## config.mk

```make
export PLATFORM = sky130hd
export DESIGN_NAME = rf_regbank_flat
export DESIGN_NICKNAME = d
export VERILOG_FILES = /design/src/rtl/rf_regbank_if.sv /design/src/rtl/rf_regbank.sv /design/src/flat_wrapper.sv
export SDC_FILE = /design/constraint.sdc
export NUM_CORES = 2
export LEC_CHECK = 0
export CORE_MARGIN = 2
export CORE_UTILIZATION = 50
export CTS_CLUSTER_DIAMETER = 50
export DETAILED_ROUTE_END_ITERATION = 8
export GPL_TIMING_DRIVEN = 1
export PLACE_DENSITY_LB_ADDON = 0.2
export SETUP_SLACK_MARGIN = 0.15
export SYNTH_ARGS = -nofsm -noshare
export SYNTH_HDL_FRONTEND = slang
export SYNTH_SLANG_ARGS = --single-unit
```

## constraint.sdc

```tcl
create_clock -name clk -period 5.8 [get_ports clk]
set_input_delay 1.16 -clock clk [delete_from_list [all_inputs] [get_ports clk]]
set_output_delay 1.16 -clock clk [all_outputs]
set_load 0.01 [all_outputs]
```

## src/rtl/rf_regbank_if.sv

```systemverilog
// Write/read bundle between the write-address decoder, the register bank and its operand readers.
// The master drives write controls and read addresses; the slave returns read data and the sticky select error.
interface rf_regbank_if #(
    parameter int WIDTH = 32
);
    logic             reg_write;
    logic [31:0]      w_sel;
    logic [WIDTH-1:0] w_data;
    logic [4:0]       r_addr1;
    logic [4:0]       r_addr2;
    logic [WIDTH-1:0] r_data1;
    logic [WIDTH-1:0] r_data2;
    logic             sel_err;

    modport master (
        output reg_write, w_sel, w_data, r_addr1, r_addr2,
        input  r_data1, r_data2, sel_err
    );

    modport slave (
        input  reg_write, w_sel, w_data, r_addr1, r_addr2,
        output r_data1, r_data2, sel_err
    );
endinterface

```

## src/rtl/rf_regbank.sv

```systemverilog
// 32-entry register array with one-hot write port and two combinational read ports (optional write bypass).
// Writes commit 1 clock after presentation, reads are 0-latency; always ready, no backpressure.
module rf_regbank #(
    parameter int WIDTH    = 32,
    parameter bit BYPASS   = 1'b1,
    parameter bit ZERO_REG = 1'b1
) (
    input  logic         clk,
    input  logic         rst_n,
    rf_regbank_if.slave  bus
);

    logic [WIDTH-1:0] regs_q [32];
    logic [WIDTH-1:0] regs_d [32];
    logic             sel_err_q;
    logic             sel_err_d;

    logic             sel_any;
    logic             sel_multi;
    logic             wr_vld;
    logic [WIDTH-1:0] rd1;
    logic [WIDTH-1:0] rd2;

    // Clearing the lowest set bit leaves something behind only for a multi-hot vector.
    // Gating with rst_n keeps the bypass path from leaking w_data while reset is held.
    always_comb begin
        sel_any   = (bus.w_sel != 32'd0);
        sel_multi = ((bus.w_sel & (bus.w_sel - 32'd1)) != 32'd0);
        wr_vld    = rst_n && bus.reg_write && sel_any && !sel_multi
                    && !(ZERO_REG && bus.w_sel[0]);
    end

    always_comb begin
        regs_d = regs_q;
        if (wr_vld) begin
            for (int i = 0; i < 32; i++) begin
                if (bus.w_sel[i]) regs_d[i] = bus.w_data;
            end
        end
        sel_err_d = sel_err_q | (bus.reg_write & sel_multi);
    end

    always_ff @(posedge clk or negedge rst_n) begin
        if (!rst_n) begin
            regs_q    <= '{default: '0};
            sel_err_q <= 1'b0;
        end else begin
            regs_q    <= regs_d;
            sel_err_q <= sel_err_d;
        end
    end

    always_comb begin
        rd1 = regs_q[bus.r_addr1];
        if (BYPASS && wr_vld && bus.w_sel[bus.r_addr1]) rd1 = bus.w_data;
        if (ZERO_REG && (bus.r_addr1 == 5'd0)) rd1 = '0;

        rd2 = regs_q[bus.r_addr2];
        if (BYPASS && wr_vld && bus.w_sel[bus.r_addr2]) rd2 = bus.w_data;
        if (ZERO_REG && (bus.r_addr2 == 5'd0)) rd2 = '0;
    end

    assign bus.r_data1 = rd1;
    assign bus.r_data2 = rd2;
    assign bus.sel_err = sel_err_q;

endmodule

```

## src/flat_wrapper.sv

```systemverilog
// flat-port wrapper written by rule: the top's interface ports become plain ports
module rf_regbank_flat 
#(
    parameter int WIDTH    = 32,
    parameter bit BYPASS   = 1'b1,
    parameter bit ZERO_REG = 1'b1
)
  (clk, rst_n, bus_reg_write, bus_w_sel, bus_w_data, bus_r_addr1, bus_r_addr2, bus_r_data1, bus_r_data2, bus_sel_err);
  rf_regbank_if #(.WIDTH(WIDTH)) bus_i ();
  input  logic clk;
  input  logic rst_n;
  input wire logic [$bits(bus_i.reg_write)-1:0] bus_reg_write;
  input wire logic [$bits(bus_i.w_sel)-1:0] bus_w_sel;
  input wire logic [$bits(bus_i.w_data)-1:0] bus_w_data;
  input wire logic [$bits(bus_i.r_addr1)-1:0] bus_r_addr1;
  input wire logic [$bits(bus_i.r_addr2)-1:0] bus_r_addr2;
  output wire logic [$bits(bus_i.r_data1)-1:0] bus_r_data1;
  output wire logic [$bits(bus_i.r_data2)-1:0] bus_r_data2;
  output wire logic [$bits(bus_i.sel_err)-1:0] bus_sel_err;
  assign bus_i.reg_write = bus_reg_write;
  assign bus_i.w_sel = bus_w_sel;
  assign bus_i.w_data = bus_w_data;
  assign bus_i.r_addr1 = bus_r_addr1;
  assign bus_i.r_addr2 = bus_r_addr2;
  assign bus_r_data1 = bus_i.r_data1;
  assign bus_r_data2 = bus_i.r_data2;
  assign bus_sel_err = bus_i.sel_err;
  rf_regbank #(.WIDTH(WIDTH), .BYPASS(BYPASS), .ZERO_REG(ZERO_REG)) u_core (.clk(clk), .rst_n(rst_n), .bus(bus_i));
endmodule
```

==> key figures <==
STA
  – Period utilization: 0.970
  – FMAX: 178 MHz
  – Max-slew violations: 0
  – Final worst path period need: 5.63 ns
  – Worst slew pin tran: 1.29 ns
  – Relative slew slack: 0.139
  – RSZ-0062 raised after global routing: yes
  – Final setup viols: 0
  – Final Hold Viols: 0
  – Worst hold slack: 0.303 ns
  – Clock skew: 0 ns

Floorplan
  – # rows: 125
  – CORE AREA: 116000 sq um
  – Chip height: 345 microns
  – Die footprint: 119000 sq um
  – Initial Util: 0.502
  – Die Wd: 345 microns
  – IO Count: 142

Critical path
  – CP Max Fanout: 10
  – Crit. End Element: output port
  – R2R Path Start: u_core.regs_q[244]$_DFFE_PN0P_
  – CP Class: primary input to output port
  – Worst setup path start: bus_w_sel[9]
  – Required @ worst endpoint: 4.64 ns
  – Startpoint Class: primary input
  – Critical path arrival: 4.47 ns

Synthesis
  – Synth Area in Compound Gates: 0.0177
  – Post-synthesis mux area share: 0.488
  – Asr flop ratio synth: 1.00
  – Area share of the largest cell type after synthesis: 0.441
  – Post-synthesis adder-cell area fraction: 0.000172
  – Synth cell types: 48
  – Post-Syn Nets: 3489
  – Top post-synthesis cells by count: dfrtp_1 (1025), mux4_2 (656), mux2_4 (462), mux2_1 (398), clkbuf_1 (250)
  – Most used DFF post-synth: dfrtp_1
  – Post-Synth Simple-Gate Area: 0.0146
  – Synth area leaders: dfrtp_1 (44%), mux4_2 (25%), mux2_4 (12%)
  – EDFF count, synth: 0
  – Sequential share of the synthesized area: 0.441
  – Flops & latches, synth: 1025
  – Synth Cell Area: 58200 sq um
  – Cell accounting for the most synthesized area: dfrtp_1
  – YS warnings: 0
  – Syn Inst Count: 3412
  – Most common cell in the netlist: dfrtp_1
  – Largest family of logic cells by synthesized area: multiplexers
  – XOR/XNOR share of the synthesized area: 0
  – Syn Area/Cell: 17.0 sq um

Pwr
  – Pint: 12.7 mW
  – Switching Share: 0.238
  – Clock share of power: 0.500
  – Maximum vdd drop: 307 uV
  – Psw: 3.95 mW
  – Register share of total power: 0.434
  – Power density over the cells: 249 nW/um^2
  – Logic pwr share: 0.066
  – P_leak: 31.8 nW

Outcome
  – Status: finished, final reports clean

Clock network
  – CTS Buffer Depth: 3
  – Post-CTS Hold Fix Bufs: 0
  – Clock tree sinks: 1025
  – TritonCTS clock tree: yes
  – Clk slew on worst S/H paths: 0.05 ns
  – TritonCTS Buffers: 131
  – Worst skew pair latency: 0.72 ns
  – Root buffer cell: clkbuf_16
  – Htree depth: 4

Route
  – Post-DR vias/cell: 6.83
  – Routed WL per cell: 34.9 microns
  – Residual DRC count: 0
  – First drt pass iteration count: 7
  – Drt first-iter violations: 3377
  – Antenna-violating nets left: 0
  – Final wirelength: 179000 microns
  – Vias post-DR: 35000

Placement
  – PortBufs: 141
  – Detailed Place HPWL: 99500 microns
  – GPL Wtd Cong: 0.866
  – Placed Instances: 4875

Cells and area
  – Layout Area Growth over Synthesis: 14.7%
  – Utilization after layout: 0.577
  – Multi-input logic area: 30800 sq um
  – Share of cells above drive strength 1: 0.518
  – Fin cells: 5131
  – Final net count: 3585
  – Sequential Area: 25600 sq um
  – Fillers: 8645

Global routing
  – Grt met3 use: 0.0648
  – Global-route wire length before repair: 267000 microns
  – GR Overflow Total: 0
  – Met1 Use GR: 0.430
  – Top Usage Layer GRT: met2
  – Met2 Track Usage GR: 0.470
  – Initial antenna violation count: 7
  – Largest net degree at the start of global routing: 158
  – Aggregate global-route resource usage: 0.305
  – Vias in the first global route: 38400

Job
  – Max-cap violation count: 0

Hold path
  – Worst hold path class: primary input to async pin
-- per-layer routing --
layer  vias up  routed length [microns]
met2      1520                    84100
met4         6                     6640
li1      13700                        -
met3       331                    14100
met5         -                       44
met1     19500                    74400
-- registers in the layout, summed over array words and instances (netlist names) --
| register | count |
|---|---|
| u_core.bus.sel_err | 1 |
| u_core.regs_q | 1024 |
-- final timing paths --
check	endpoint	cells past startpoint	slack, ns
max	bus_r_data1[23]	13	0.17
min	u_core.regs_q[753]$_DFFE_PN0P_	1	0.30
max reg2reg	u_core.regs_q[244]$_DFFE_PN0P_	1	4.94
min reg2reg	u_core.regs_q[1008]$_DFFE_PN0P_	0	0.39
max in group asynchronous	u_core.regs_q[105]$_DFFE_PN0P_	4	2.62
min in group clk	u_core.regs_q[1008]$_DFFE_PN0P_	0	0.39
-- placed cells by master (no fill, tap or decap), types with 6 or more instances in the layout --
master           netlist  routed
o31ai_2                0      36
clkinv_2               0      14
mux2i_1               69      69
clkdlybuf4s50_1        0      63
o31ai_1               67      21
nor3_1                10       9
nand2_1               13       9
buf_12                 0      63
nand3_4               28      31
mux2_4               462     462
clkbuf_16              0     140
dlygate4sd2_1          0       6
buf_16                 0      10
clkinv_4               0       8
buf_4                  2     154
nor2_1                14      14
clkinvlp_4             0      13
inv_6                  0       6
clkbuf_1             250      22
a21oi_2                0       6
o31ai_4                0      10
mux4_2               656     656
buf_6                 84       7
dfrtp_1             1025    1025
a21oi_1               68      60
clkbuf_8               0      15
buf_2                 10      31
mux2_1               398     398
o21ai_0                7       6
clkbuf_2               0      25
bufinv_16              0      12
mux2_2               133     133
-- what timing repair did --
| action | CTS | global route |
|---|---|---|
| setup endpoints to repair | 64 | 64 |
| setup buffers | 14 | 0 |
| pin swaps | 11 | 9 |
| gates cloned | 8 | 2 |
| resized for setup | 238 | 83 |
-- kinds of logic after synthesis --
| kind of cell | after synthesis |
|---|---|
| DFF | 1025 |
| and+or+nand+nor | 94 |
| AOI/OAI and AO/OA | 161 |
| buffers and inverters | 413 |
| adders and majority gates | 1 |
| muxes | 1718 |
-- cell type report --
class,instances,share of cell area
Antenna cell,3,0.000113
Clock buffer,175,0.0561
Clock inverter,54,0.0100
Inverter,3,0.000244
Multi-Input combinational cell,1974,0.461
Sequential cell,1025,0.384
Tap cell,1524,0.0286
Timing Repair Buffer,373,0.0596
-- per-stage QoR --
step           worst slack [ns]  power (mW)  cell area, sq um  setup TNS, ns
2_1_floorplan             0.404        7.89             58200              0
3_3_place_gp             -0.461        8.41             61700         -22.60
3_5_place_dp             -0.445        8.44             61700         -24.10
4_1_cts                   0.124        16.7             66600              0
5_1_grt                  0.0844        17.1             66700              0
6_report                  0.174        16.6             66700              0
-- worst max-delay path: stages --
cell and delay (ns):
clkdlybuf4s15_1 0.19, or4_4 0.54, or3_4 0.38, or3_4 0.34
o31a_1 0.25, nor4b_2 0.31, nand4_1 0.16, buf_6 0.17
buf_16 0.19, buf_16 0.18, o31ai_2 0.24, a21oi_1 0.09
clkdlybuf4s15_2 0.24
-- power groups by stage --
stage / combinational [mW] / clock (mW) / sequential (mW)
4_1_cts: 1.11 / 8.42 / 7.20
5_1_grt: 1.18 / 8.74 / 7.20
3_5_place_dp: 1.10 / 0 / 7.33
2_1_floorplan: 0.564 / 0 / 7.33
3_3_place_gp: 1.08 / 0 / 7.33
6_report: 1.10 / 8.30 / 7.20
(Power assumes the default switching activity.)
